--- src/rtl/vc_output_arbiter_if.sv ---
// Handshake bundle between two virtual-channel front flits, the output
// switch and the arbiter; master drives VC status, slave is the arbiter.
interface vc_output_arbiter_if;
  logic        vc0_valid;
  logic        vc0_head;
  logic        vc0_tail;
  logic        vc1_valid;
  logic        vc1_head;
  logic        vc1_tail;
  logic        out_ready;
  logic        sel;
  logic        out_valid;
  logic        vc0_pop;
  logic        vc1_pop;
  logic        busy;
  logic [15:0] pkt_cnt;
  logic        framing_err;
  logic        timeout_err;

  modport master (
    output vc0_valid, vc0_head, vc0_tail,
    output vc1_valid, vc1_head, vc1_tail,
    output out_ready,
    input  sel, out_valid, vc0_pop, vc1_pop, busy, pkt_cnt,
    input  framing_err, timeout_err
  );

  modport slave (
    input  vc0_valid, vc0_head, vc0_tail,
    input  vc1_valid, vc1_head, vc1_tail,
    input  out_ready,
    output sel, out_valid, vc0_pop, vc1_pop, busy, pkt_cnt,
    output framing_err, timeout_err
  );
endinterface

--- src/rtl/vc_output_arbiter.sv ---
// Two-VC wormhole output arbiter: a head flit locks the output until its tail.
// Optional lock watchdog enabled by defining VC_ARB_TIMEOUT_EN.
module vc_output_arbiter #(
  parameter int TIMEOUT_CYCLES = 64
) (
  input  logic              clk,
  input  logic              reset,
  vc_output_arbiter_if.slave bus
);

  typedef enum logic [1:0] {IDLE, LOCK0, LOCK1} state_e;

  state_e      state_q, state_d;
  logic        rr_ptr_q, rr_ptr_d;
  logic [15:0] pkt_cnt_q, pkt_cnt_d;

  logic sel_c, out_valid_c, pop0_c, pop1_c, ferr_c, tout_c;
  logic elig0, elig1, win, lk, xfer;

  if (TIMEOUT_CYCLES < 1) begin : g_bad_timeout
    $error("TIMEOUT_CYCLES must be at least 1");
  end

`ifdef VC_ARB_TIMEOUT_EN
  localparam int STALL_W = $clog2(TIMEOUT_CYCLES + 1);
  logic [STALL_W-1:0] stall_q, stall_d;
`endif

  assign elig0 = bus.vc0_valid & bus.vc0_head;
  assign elig1 = bus.vc1_valid & bus.vc1_head;

  always_comb begin
    state_d     = state_q;
    rr_ptr_d    = rr_ptr_q;
    pkt_cnt_d   = pkt_cnt_q;
    sel_c       = rr_ptr_q;
    out_valid_c = 1'b0;
    pop0_c      = 1'b0;
    pop1_c      = 1'b0;
    ferr_c      = 1'b0;
    tout_c      = 1'b0;
    win         = rr_ptr_q;
    lk          = 1'b0;
    xfer        = 1'b0;
`ifdef VC_ARB_TIMEOUT_EN
    stall_d     = '0;
`endif
    case (state_q)
      IDLE: begin
        if (elig0 && elig1) win = rr_ptr_q;
        else if (elig0)     win = 1'b0;
        else if (elig1)     win = 1'b1;
        sel_c = win;
        if (elig0 || elig1) begin
          out_valid_c = 1'b1;
          if (bus.out_ready) begin
            pop0_c = ~win;
            pop1_c = win;
            if (win ? bus.vc1_tail : bus.vc0_tail) begin
              rr_ptr_d  = ~win;
              pkt_cnt_d = pkt_cnt_q + 16'd1;
            end else begin
              state_d = win ? LOCK1 : LOCK0;
            end
          end
        end else if (bus.out_ready && (bus.vc0_valid || bus.vc1_valid)) begin
          // Body flit with no packet open: drop it, oldest-numbered VC first.
          ferr_c = 1'b1;
          pop0_c = bus.vc0_valid;
          pop1_c = ~bus.vc0_valid;
        end
      end
      LOCK0, LOCK1: begin
        lk          = (state_q == LOCK1);
        sel_c       = lk;
        out_valid_c = lk ? bus.vc1_valid : bus.vc0_valid;
        xfer        = out_valid_c & bus.out_ready;
        if (xfer) begin
          pop0_c = ~lk;
          pop1_c = lk;
          if (lk ? bus.vc1_tail : bus.vc0_tail) begin
            state_d   = IDLE;
            rr_ptr_d  = ~lk;
            pkt_cnt_d = pkt_cnt_q + 16'd1;
          end
        end
`ifdef VC_ARB_TIMEOUT_EN
        else if (stall_q == STALL_W'(TIMEOUT_CYCLES - 1)) begin
          // Abandon the stuck packet without counting it as completed.
          state_d  = IDLE;
          rr_ptr_d = ~lk;
          tout_c   = 1'b1;
        end else begin
          stall_d = stall_q + 1'b1;
        end
`endif
      end
      default: state_d = IDLE;
    endcase
  end

  always_ff @(posedge clk or negedge reset) begin
    if (!reset) begin
      state_q   <= IDLE;
      rr_ptr_q  <= 1'b0;
      pkt_cnt_q <= 16'd0;
    end else begin
      state_q   <= state_d;
      rr_ptr_q  <= rr_ptr_d;
      pkt_cnt_q <= pkt_cnt_d;
    end
  end

`ifdef VC_ARB_TIMEOUT_EN
  always_ff @(posedge clk or negedge reset) begin
    if (!reset) stall_q <= '0;
    else        stall_q <= stall_d;
  end
  assign bus.timeout_err = tout_c;
`else
  assign bus.timeout_err = 1'b0;
`endif

  assign bus.sel         = sel_c;
  assign bus.out_valid   = out_valid_c;
  assign bus.vc0_pop     = pop0_c;
  assign bus.vc1_pop     = pop1_c;
  assign bus.framing_err = ferr_c;
  assign bus.busy        = (state_q != IDLE);
  assign bus.pkt_cnt     = pkt_cnt_q;

endmodule

--- src/flat_wrapper.sv ---
// flat-port wrapper written by rule: the top's interface ports become plain ports
module vc_output_arbiter_flat 
#(
  parameter int TIMEOUT_CYCLES = 64
)
  (clk, reset, bus_vc0_valid, bus_vc0_head, bus_vc0_tail, bus_vc1_valid, bus_vc1_head, bus_vc1_tail, bus_out_ready, bus_sel, bus_out_valid, bus_vc0_pop, bus_vc1_pop, bus_busy, bus_pkt_cnt, bus_framing_err, bus_timeout_err);
  vc_output_arbiter_if bus_i ();
  input  logic clk;
  input  logic reset;
  input wire logic [$bits(bus_i.vc0_valid)-1:0] bus_vc0_valid;
  input wire logic [$bits(bus_i.vc0_head)-1:0] bus_vc0_head;
  input wire logic [$bits(bus_i.vc0_tail)-1:0] bus_vc0_tail;
  input wire logic [$bits(bus_i.vc1_valid)-1:0] bus_vc1_valid;
  input wire logic [$bits(bus_i.vc1_head)-1:0] bus_vc1_head;
  input wire logic [$bits(bus_i.vc1_tail)-1:0] bus_vc1_tail;
  input wire logic [$bits(bus_i.out_ready)-1:0] bus_out_ready;
  output wire logic [$bits(bus_i.sel)-1:0] bus_sel;
  output wire logic [$bits(bus_i.out_valid)-1:0] bus_out_valid;
  output wire logic [$bits(bus_i.vc0_pop)-1:0] bus_vc0_pop;
  output wire logic [$bits(bus_i.vc1_pop)-1:0] bus_vc1_pop;
  output wire logic [$bits(bus_i.busy)-1:0] bus_busy;
  output wire logic [$bits(bus_i.pkt_cnt)-1:0] bus_pkt_cnt;
  output wire logic [$bits(bus_i.framing_err)-1:0] bus_framing_err;
  output wire logic [$bits(bus_i.timeout_err)-1:0] bus_timeout_err;
  assign bus_i.vc0_valid = bus_vc0_valid;
  assign bus_i.vc0_head = bus_vc0_head;
  assign bus_i.vc0_tail = bus_vc0_tail;
  assign bus_i.vc1_valid = bus_vc1_valid;
  assign bus_i.vc1_head = bus_vc1_head;
  assign bus_i.vc1_tail = bus_vc1_tail;
  assign bus_i.out_ready = bus_out_ready;
  assign bus_sel = bus_i.sel;
  assign bus_out_valid = bus_i.out_valid;
  assign bus_vc0_pop = bus_i.vc0_pop;
  assign bus_vc1_pop = bus_i.vc1_pop;
  assign bus_busy = bus_i.busy;
  assign bus_pkt_cnt = bus_i.pkt_cnt;
  assign bus_framing_err = bus_i.framing_err;
  assign bus_timeout_err = bus_i.timeout_err;
  vc_output_arbiter #(.TIMEOUT_CYCLES(TIMEOUT_CYCLES)) u_core (.clk(clk), .reset(reset), .bus(bus_i));
endmodule
--- config.mk ---
export PLATFORM = sky130hd
export DESIGN_NAME = vc_output_arbiter_flat
export DESIGN_NICKNAME = d
export VERILOG_FILES = /design/src/rtl/vc_output_arbiter_if.sv /design/src/rtl/vc_output_arbiter.sv /design/src/flat_wrapper.sv
export SDC_FILE = /design/constraint.sdc
export NUM_CORES = 1
export LEC_CHECK = 0
export ABC_AREA = 0
export CAP_MARGIN = 40
export CORE_MARGIN = 1
export CORE_UTILIZATION = 48
export CTS_CLUSTER_SIZE = 10
export DETAILED_ROUTE_END_ITERATION = 7
export PLACE_DENSITY_LB_ADDON = 0.12
export SKIP_CTS_REPAIR_TIMING = 1
export SLEW_MARGIN = 0
export SYNTH_ARGS = -nofsm -noshare
export SYNTH_HDL_FRONTEND = slang
export SYNTH_SLANG_ARGS = --single-unit
--- constraint.sdc ---
create_clock -name clk -period 2.5 [get_ports clk]
set_clock_uncertainty 0.2 [all_clocks]
set_input_delay 0.25 -clock clk [delete_from_list [all_inputs] [get_ports clk]]
set_output_delay 0.25 -clock clk [all_outputs]
set_load 0.02 [all_outputs]
==> flow_summary_export.csv <==
group,metric,value,unit
floorplanning,die_area,2730,um2
finish,n_antenna_cell,0,
finish,final_cell_mix,"25 x clkdlybuf4s50_1, 19 x dfrtp_1, 15 x xnor2_1",
finish,fillers,204,
power,peakVddDrop,0.841,mV
logic_synthesis,yosysSeqAreaShare,0.393,
finish,final_cells,190,
job,cap_viol_max_count,0,
floorplanning,start_util,0.527,
grt,track_usage,0.212,
worst_setup_path,cp_data_required_time,2.05,ns
worst_setup_path,r2r_slack,0.35,ns
clocking,cts.sinks,19,
logic_synthesis,yosys_warnings,0,
placed_design,portBuffers,30,
detailed_routing,dr_total_vias,1081,
sta,setup_viol,0,
floorplanning,rows,17,
logic_synthesis,ys_dominant_reg_cell,"dfrtp_1",
detailed_routing,drtAntennaViolNets,0,
placed_design,place_inst,186,
sta,final.min_clock_period,2.29,ns
clocking,insertion_delay,0.29,ns
clocking,htreeDepth,1,
logic_synthesis,synth_fp_nets,138,
worst_setup_path,critPathCaptureType,"primary output",
detailed_routing,drtPass1Iterations,4,
clocking,clk_pin_slew_worst_paths,0.10,ns
grt,grt_max_degree,20,
finish,seq_area,475,um2
logic_synthesis,synth.avg_cell_area,9.69,um2
logic_synthesis,ys_top_cells_by_area,"dfrtp_1 39%, xnor2_1 11%, nand4_1 4.6%, and3_1 4.1%, ha_1 4.1%",
detailed_routing,wire_per_inst,14.4,um
floorplanning,dieWidth,52.2,um
logic_synthesis,synth-edff-count,0,
sta,rsz0062_at_grt,"false",
finish,syn2layout_area_growth,33.5,%
finish,multiInputGateArea,681,um2
grt,grt_pass1_wl,4260,um
logic_synthesis,ys_ff_latch,19,
floorplanning,core,2300,um2
sta,hold_violations,0,
logic_synthesis,synth.distinct_cells,38,
worst_setup_path,path_class,"reg -> out",
clocking,cts_root_buffer,"clkbuf_4",
detailed_routing,via_per_inst,5.69,
finish,post-route-util,0.704,
logic_synthesis,synth_area,1210,um2
power,p_leak,0.767,nW
sta,max_freq,437,MHz
sta,period_share,0.916,
finish,layout_commonest_cell,"clkdlybuf4s50_1",
logic_synthesis,synth_top_area_share,0.393,
detailed_routing,finalWirelength,2730,um
logic_synthesis,synth_area_leader_cell,"dfrtp_1",
worst_setup_path,critPathLaunchType,"flop",
finish,drive_above_1_share,0.111,
detailed_routing,remaining_drc_errors,0,
clocking,clock_tree.buffer_depth,2,
sta,final-max-slew-violation-count,0,
worst_setup_path,crit_arrival,1.84,ns
finish,layout.nets,176,
grt,antenna_found_initial,0,
floorplanning,fp.dieH,52.2,um
min_path,hold_class,"in -> async",
grt,grt_overflow_total,0,
grt,grt_pass1_vias,1031,
placed_design,dp_hpwl,2060,um
status,outcome,"finished clean",
placed_design,routabilityCongestion,0.837,
power,power_density,975,nW/um2
clocking,tritoncts,"done",
logic_synthesis,netlist_instances,125,
logic_synthesis,async_reset_ff_frac,1.00,
worst_setup_path,crit_fanout,8,
detailed_routing,drtIter0Drc,38,
floorplanning,num_io_pins,32,
clocking,numCtsBuffers,3,
-- synth_stat cells (2+ instances only) --
library cell / instances
dfrtp_1: 19
xnor2_1: 15
nand4_1: 9
and3_1: 8
nand2_1: 8
nand3_1: 8
a21oi_1: 5
inv_1: 5
ha_1: 4
a21o_1: 3
and2_1: 3
and4_1: 3
buf_2: 3
o21ai_0: 3
a22oi_1: 2
buf_4: 2
nand4b_1: 2
nor2_1: 2
o21a_1: 2
-- per-stage QoR --
step                      setup slack, ns  power [W]  setup TNS (ns)  area, um2  hold WS [ns]
after floorplan                     0.443    0.00108               0       1210        -0.246
after global placement              0.116    0.00140               0       1570         0.259
after detailed placement           0.0833    0.00142               0       1570         0.262
after CTS                          -0.145    0.00158          -0.381       1600        0.0731
after global routing                0.102    0.00169               0       1620         0.105
final                               0.211    0.00158               0       1620        0.0774
-- worst max-delay path, stage by stage (launching register included) --
cell             delay [ns]
dfrtp_1                0.41
inv_1                  0.09
ha_2                   0.18
buf_4                  0.17
inv_1                  0.09
clkdlybuf4s50_1        0.61
-- layout make-up --
| type | instances | share of cell area |
|---|---|---|
| clock buffers | 4 | 0.0163 |
| flip-flops and latches | 19 | 0.294 |
| multi-input cells | 95 | 0.421 |
| inverters | 5 | 0.0116 |
| well taps | 28 | 0.0217 |
| repair buffers | 39 | 0.235 |
-- final timing paths --
| path | cells after the start | to | from |
|---|---|---|---|
| max in group asynchronous | 2 | u_core.bus.pkt_cnt[1] | reset |
| hold reg to reg | 1 | u_core.bus.pkt_cnt[15] | u_core.bus.pkt_cnt[15] |
| min in group clk | 1 | u_core.bus.pkt_cnt[15] | u_core.bus.pkt_cnt[15] |
| setup / recovery | 5 | bus_busy | u_core.state_q[1] |
| setup reg to reg | 9 | u_core.bus.pkt_cnt[9] | u_core.state_q[1] |
| hold / removal | 2 | u_core.bus.pkt_cnt[2] | reset |
-- where the power goes --
part / leakage, nW / switching, W / internal (W)
Combinational: 0.499 / 0.000543 / 0.000440
Clock: 0.0150 / 0.0000884 / 0.0000620
Sequential: 0.253 / 0.0000702 / 0.000373
-- layer usage --
layer / vias up / wire (um) / GRT usage
met5: - / 0 / 0
met4: 0 / 27 / 0.0965
met3: 2 / 127 / 0.0261
met2: 46 / 1410 / 0.391
met1: 504 / 1170 / 0.242
li1: 529 / - / -
-- cell families (layout without fill, tap and decap cells) --
family	count (synthesis)	in the layout	share of synthesized area
compound gates	23	23	0.137
simple gates	49	49	0.241
fa+ha+maj	4	4	0.0413
other cells	1	1	0.00310
buf+inv	11	48	0.0496
mux	3	3	0.0269
xor+xnor	15	15	0.108
flops	19	19	0.393
-- sequential cells by signal, summed over array words and instances (netlist names) --
register            flops
u_core.state_q          2
u_core.bus.pkt_cnt     16
u_core.rr_ptr_q         1
Note: power is estimated with default switching activity, not from simulation.
